$ cat src/rtl/register_file.sv
// 16 x 16 general-purpose register file: two combinational read ports, one clocked write port, R0 reads zero.
// Optional same-cycle write-to-read forwarding is enabled by defining REGFILE_WRITE_BYPASS_EN.
module register_file #(
    parameter int DATA_W = 16,
    parameter int ADDR_W = 4
) (
    input  logic              Clock,
    input  logic              Reset_n,
    input  logic [ADDR_W-1:0] RS,
    input  logic [ADDR_W-1:0] RT,
    input  logic [ADDR_W-1:0] RD,
    input  logic [DATA_W-1:0] WriteData,
    input  logic              RegWrite,
    output logic [DATA_W-1:0] ReadRS,
    output logic [DATA_W-1:0] ReadRT
);

    localparam int NREGS = 1 << ADDR_W;

    logic [DATA_W-1:0] regs_q [NREGS];
    logic [DATA_W-1:0] regs_d [NREGS];
    logic [NREGS-1:0]  wr_en;

    logic [DATA_W-1:0] rs_data;
    logic [DATA_W-1:0] rt_data;
    logic              rs_fwd;
    logic              rt_fwd;

    // An unknown RD compares as false, so it can never enable a write.
    always_comb begin
        wr_en = '0;
        for (int i = 1; i < NREGS; i++) begin
            if (RegWrite && (RD == ADDR_W'(i))) begin
                wr_en[i] = 1'b1;
            end
        end
    end

    always_comb begin
        for (int i = 0; i < NREGS; i++) begin
            regs_d[i] = wr_en[i] ? WriteData : regs_q[i];
        end
    end

    always_ff @(posedge Clock or negedge Reset_n) begin
        if (!Reset_n) begin
            for (int i = 0; i < NREGS; i++) begin
                regs_q[i] <= '0;
            end
        end else begin
            for (int i = 0; i < NREGS; i++) begin
                regs_q[i] <= regs_d[i];
            end
        end
    end

    always_comb begin
        rs_data = (RS == '0) ? '0 : regs_q[RS];
        rt_data = (RT == '0) ? '0 : regs_q[RT];
    end

`ifdef REGFILE_WRITE_BYPASS_EN
    always_comb begin
        rs_fwd = RegWrite && (RD != '0) && (RD == RS);
        rt_fwd = RegWrite && (RD != '0) && (RD == RT);
    end
`else
    always_comb begin
        rs_fwd = 1'b0;
        rt_fwd = 1'b0;
    end
`endif

    // Reset forces zero on the outputs so forwarding cannot leak WriteData while Reset_n is low.
    always_comb begin
        if (!Reset_n) begin
            ReadRS = '0;
            ReadRT = '0;
        end else begin
            ReadRS = rs_fwd ? WriteData : rs_data;
            ReadRT = rt_fwd ? WriteData : rt_data;
        end
    end

endmodule

$ cat config.mk
export PLATFORM = sky130hd
export DESIGN_NAME = register_file
export DESIGN_NICKNAME = d
export VERILOG_FILES = /design/src/rtl/register_file.sv
export SDC_FILE = /design/constraint.sdc
export NUM_CORES = 1
export LEC_CHECK = 0
export BUFFER_PORTS_ARGS = -buffer_cell sky130_fd_sc_hd__buf_2
export CAP_MARGIN = 20
export CORE_ASPECT_RATIO = 0.7
export CORE_UTILIZATION = 45
export DETAILED_ROUTE_END_ITERATION = 12
export MAX_ROUTING_LAYER = met4
export PLACE_DENSITY = 0.59
export SYNTH_ARGS = -nofsm -noshare
export SYNTH_HDL_FRONTEND = slang
export SYNTH_SLANG_ARGS = --single-unit
$ cat constraint.sdc
create_clock -name Clock -period 4 [get_ports Clock]
set_clock_uncertainty 0.05 [all_clocks]
set_input_delay 1 -clock Clock [delete_from_list [all_inputs] [get_ports Clock]]
set_output_delay 1 -clock Clock [all_outputs]
set_load 0.005 [all_outputs]
# [After elaboration in Yosys (flattened, before gate mapping)]
# Cells that the tools add are included.
[totals] reg_bits=240 out_inout_bits=32 elab_cells=76
[op_classes] order_cmp=2 eq_ne=15 mux=25 bitwise_logic=2 reduce_logical=17
[ops] cell="$bmux W16 S4" n=2
[ops] cell="$mux W16" n=8
[ops] cell="$eq A4 B4 Y1 const B" n=8
[ops] cell="$eq A4 B3 Y1 const B" n=4
[ops] cell="$logic_and A1 B1 Y1" n=15
[ops] cell="$mux W1" n=15
[ops] cell="$ge A5 B5 Y1 const B" n=2
[ops] cell="$not A4 Y5" n=2
[ops] cell="$eq A4 B2 Y1 const B" n=2
[ops] cell="$logic_not A4 Y1" n=2
[ops] cell="$eq A4 B1 Y1 const B" n=1

# [Logic depth before layout (Yosys ltp)]
[depth] depth_word=6 ltp_mapped=7 mapped_depth_nobuf=4

# [Worst setup path after synthesis]
# OpenSTA, ideal clock, no wires.
[synth_path] path_kind="input -> output" start="input port RS[1]" end="output port ReadRS[0]" t_arrival_ps=2219 required_ps=2950 path_slack_ps=731 path_stages=6 n_path_buf=3 path_cell_list="buf_2 -> buf_2 -> buf_2 -> mux4_2 -> a32oi_1 -> o21ai_0"
[synth_via] elab_chain_len=6
[synth_lines] item="from (decl)" line="9" text="input logic [ADDR_W-1:0] RS,"
[synth_lines] item="$not A4 Y5 (not written as such)" line="58" text="rs_data = (RS == '0) ? '0 : regs_q[RS];"
[synth_lines] item="$bmux W16 S4" line="58"
[synth_lines] item="$mux W16 (not written as such) (2 in a row)" line="58"
[synth_lines] item="$mux W16 (*)" line="58"
[synth_lines] item="$mux W16 (*)" line="76" text="if (!Reset_n) begin"
[synth_lines] item="to (decl)" line="14" text="output logic [DATA_W-1:0] ReadRS,"
# Mark *: on every way between the ends. The rest lies on a longest branch, timed or not. The select of a mux whose other input is x is not followed.

# [Worst setup path after layout]
[layout_path] start="input port RS[0]" end="output port ReadRS[12]"
# Same word-level chain as after synthesis.

==> impl_metrics.ini <==
[floorplanning]
core_um2 = 28000
die_w_um = 205
start_util_pct = 46.2
pin_count = 63
die_h_um = 144
die-area_um2 = 29500
num_rows = 51

[cts]
cts_buffers = 27
cts-resized-gates = 0
numClockSinks = 240
path_clk_slew_ns = 0.06
cts_tree = built
cts_setup_buffers = 0
cts_max_path_buffers = 3
root_buffer = clkbuf_16
htreeDepth = 1
insertion_delay_ns = 0.54
hold_buffers = 0

[worst_setup_path]
cp_cell_sequence = buf_4 -> nor2b_1 -> buf_12 -> a221o_1 -> a32oi_1 -> o21ai_0 -> buf_2
cp_max_fo = 21
slowest_stage = a221o_1
slowest_delay_ns = 0.42
endpoint_kind = primary output
startpoint_type = input port
crit_type = in -> out
arrival_ns = 2.79
cp.required_ns = 2.95
crit_family = compound AO/OA/AOI/OAI gates
critical_path_buf_inv_count = 3

[sta]
fin_setup_tns_ns = 0
rsz0062_at_grt = false
report.final.slew_viol_count = 0
fmax_mhz = 260
worst_pin_slew_ns = 0.851
relSlewSlack_pct = 43.3
layout_min_cycle_time_ns = 3.84
final-hold-violation-count = 0
setup_violations = 0
min_period_over_period_pct = 96.0

[detailed_routing]
ant_nets = 0
drt_iter0_drc = 743
drt_wl_total_mm = 37.9
post_drt_wl_per_cell_um = 29.0
firstDrtPassIters = 5
drc = 0
vias = 8667
drt-vias-per-instance = 6.64

[placement]
gp_congestion = 0.845
dpl.hpwl_mm = 24.5
numPortBuffers = 62

[layout]
top_register = regs_q
synthToLayoutAreaGrowth_pct = 14.4
largest_reg_flops = 240
nFillCells = 2242
fin_util_pct = 52.9
fin_nets = 945
drive_above_1_share_pct = 58.0
reg.largest.list = regs_q x240

[yosys]
seq_area_frac_synth_pct = 46.4
synth_edf_count = 0
synth_area_per_cell_um2 = 15.1
yosys-top-cells-count = mux2_2, dfrtp_1, mux4_2, clkbuf_1, a22oi_1
yosysTopAreaCellShare_pct = 46.4
yosysUniqueCellTypes = 29
synth_area_leaders = dfrtp_1, mux2_2, mux4_2, a221o_1, a32oi_1
synthesis.nets = 890
yosysMostFrequentCell = mux2_2
synth_area_um2 = 13000
synth_ff_type = dfrtp_1
synth_area_leader_cell = dfrtp_1
yosys_warnings = 0
syn_inst = 859
synth-async-reset-ratio_pct = 100
ys_ff_latch = 240

[global_route]
grt_antenna_before_repair = 1
grt_use_total_pct = 27.6
grt_first_pass_wirelength_mm = 58.1
grt_pass1_vias = 9142
gr-total-overflow = 0
grt_start_max_net_pins = 68

[power_and_ir_drop]
fin_total_pwr_mw = 7.77
ir_worst_vdd_uv = 313
power_density_nw_per_um2 = 524
leakage_nw = 6.11

[hold_path]
hp-class = in -> async

[run_status]
run_status = finished, final reports clean

[flow_run]
max_cap_violations = 0
==> report_power, final <==
group / total, mW / leakage (nW) / switching (mW) / internal, mW
combinational: 1.75 / 2.71 / 0.688 / 1.06
sequential: 3.42 / 2.94 / 0.423 / 3.00
clock: 2.60 / 0.458 / 1.02 / 1.58
total: 7.77 / 6.11 / 2.13 / 5.64
==> cell families (layout without fill, tap and decap cells) <==
logic type / after synthesis / count (layout) / synth area share [%]
other cells: 0 / 1 / 0
mux: 371 / 371 / 40.6
simple gates: 35 / 35 / 1.79
compound gates: 125 / 125 / 7.52
buf+inv: 88 / 163 / 3.74
flops: 240 / 240 / 46.4
==> cell type report <==
type,count,area (µm²),area share (%)
multi-input combinational,531,6480,43.7
sequential,240,6010,40.5
timing repair buffer,114,936,6.32
clock buffer,36,749,5.06
tap,371,464,3.13
clock inverter,13,178,1.20
antenna,1,2.50,0.0169
==> worst paths after layout <==
check	startpoint	endpoint	slack, ns	depth (start not counted)
min	Reset_n	regs_q[81]	0.20	1
max reg2reg	regs_q[213]	regs_q[213]	3.15	1
max in group asynchronous	Reset_n	regs_q[25]	2.13	3
max	RS[0]	ReadRS[12]	0.16	7
min reg2reg	regs_q[156]	regs_q[156]	0.47	1
min in group Clock	regs_q[156]	regs_q[156]	0.47	1
==> metrics by stage <==
step,instance area [µm²],hold WS [ns],std cells,setup slack [ns]
after global routing,14800,0.188,1306,0.0372
after global placement,13900,0.451,1255,0.176
after CTS,14800,0.176,1305,0.164
final,14800,0.199,1306,0.159
after detailed placement,13900,0.462,1256,0.161
after floorplan,13000,0.442,859,0.731
==> layer usage <==
metal  vias up  part of all wire [%]  routed length [µm]  track usage, %
met3        93                   7.2                2750            5.37
li1       3530                     -                   -               -
met1      4658                    43               16500            37.4
met5         -                     0                   0               -
met2       386                    46               17400            42.0
met4         0                   3.4                1280            8.76
==> cell usage in the layout (no fill, tap or decap), types with 5 or more instances in the layout <==
| cell type | netlist | final |
|---|---|---|
| dfrtp_1 | 240 | 240 |
| nor2_2 | 9 | 9 |
| clkbuf_16 | 0 | 27 |
| a32oi_1 | 30 | 30 |
| o21ai_1 | 9 | 9 |
| clkbuf_1 | 37 | 5 |
| buf_4 | 9 | 37 |
| buf_12 | 0 | 16 |
| mux4_2 | 96 | 96 |
| clkinv_2 | 0 | 6 |
| mux2_2 | 274 | 274 |
| buf_2 | 30 | 59 |
| a221o_1 | 30 | 30 |
| a22oi_1 | 31 | 31 |
| o21ai_0 | 23 | 23 |
No activity file was read; power rests on OpenSTA's default activity.
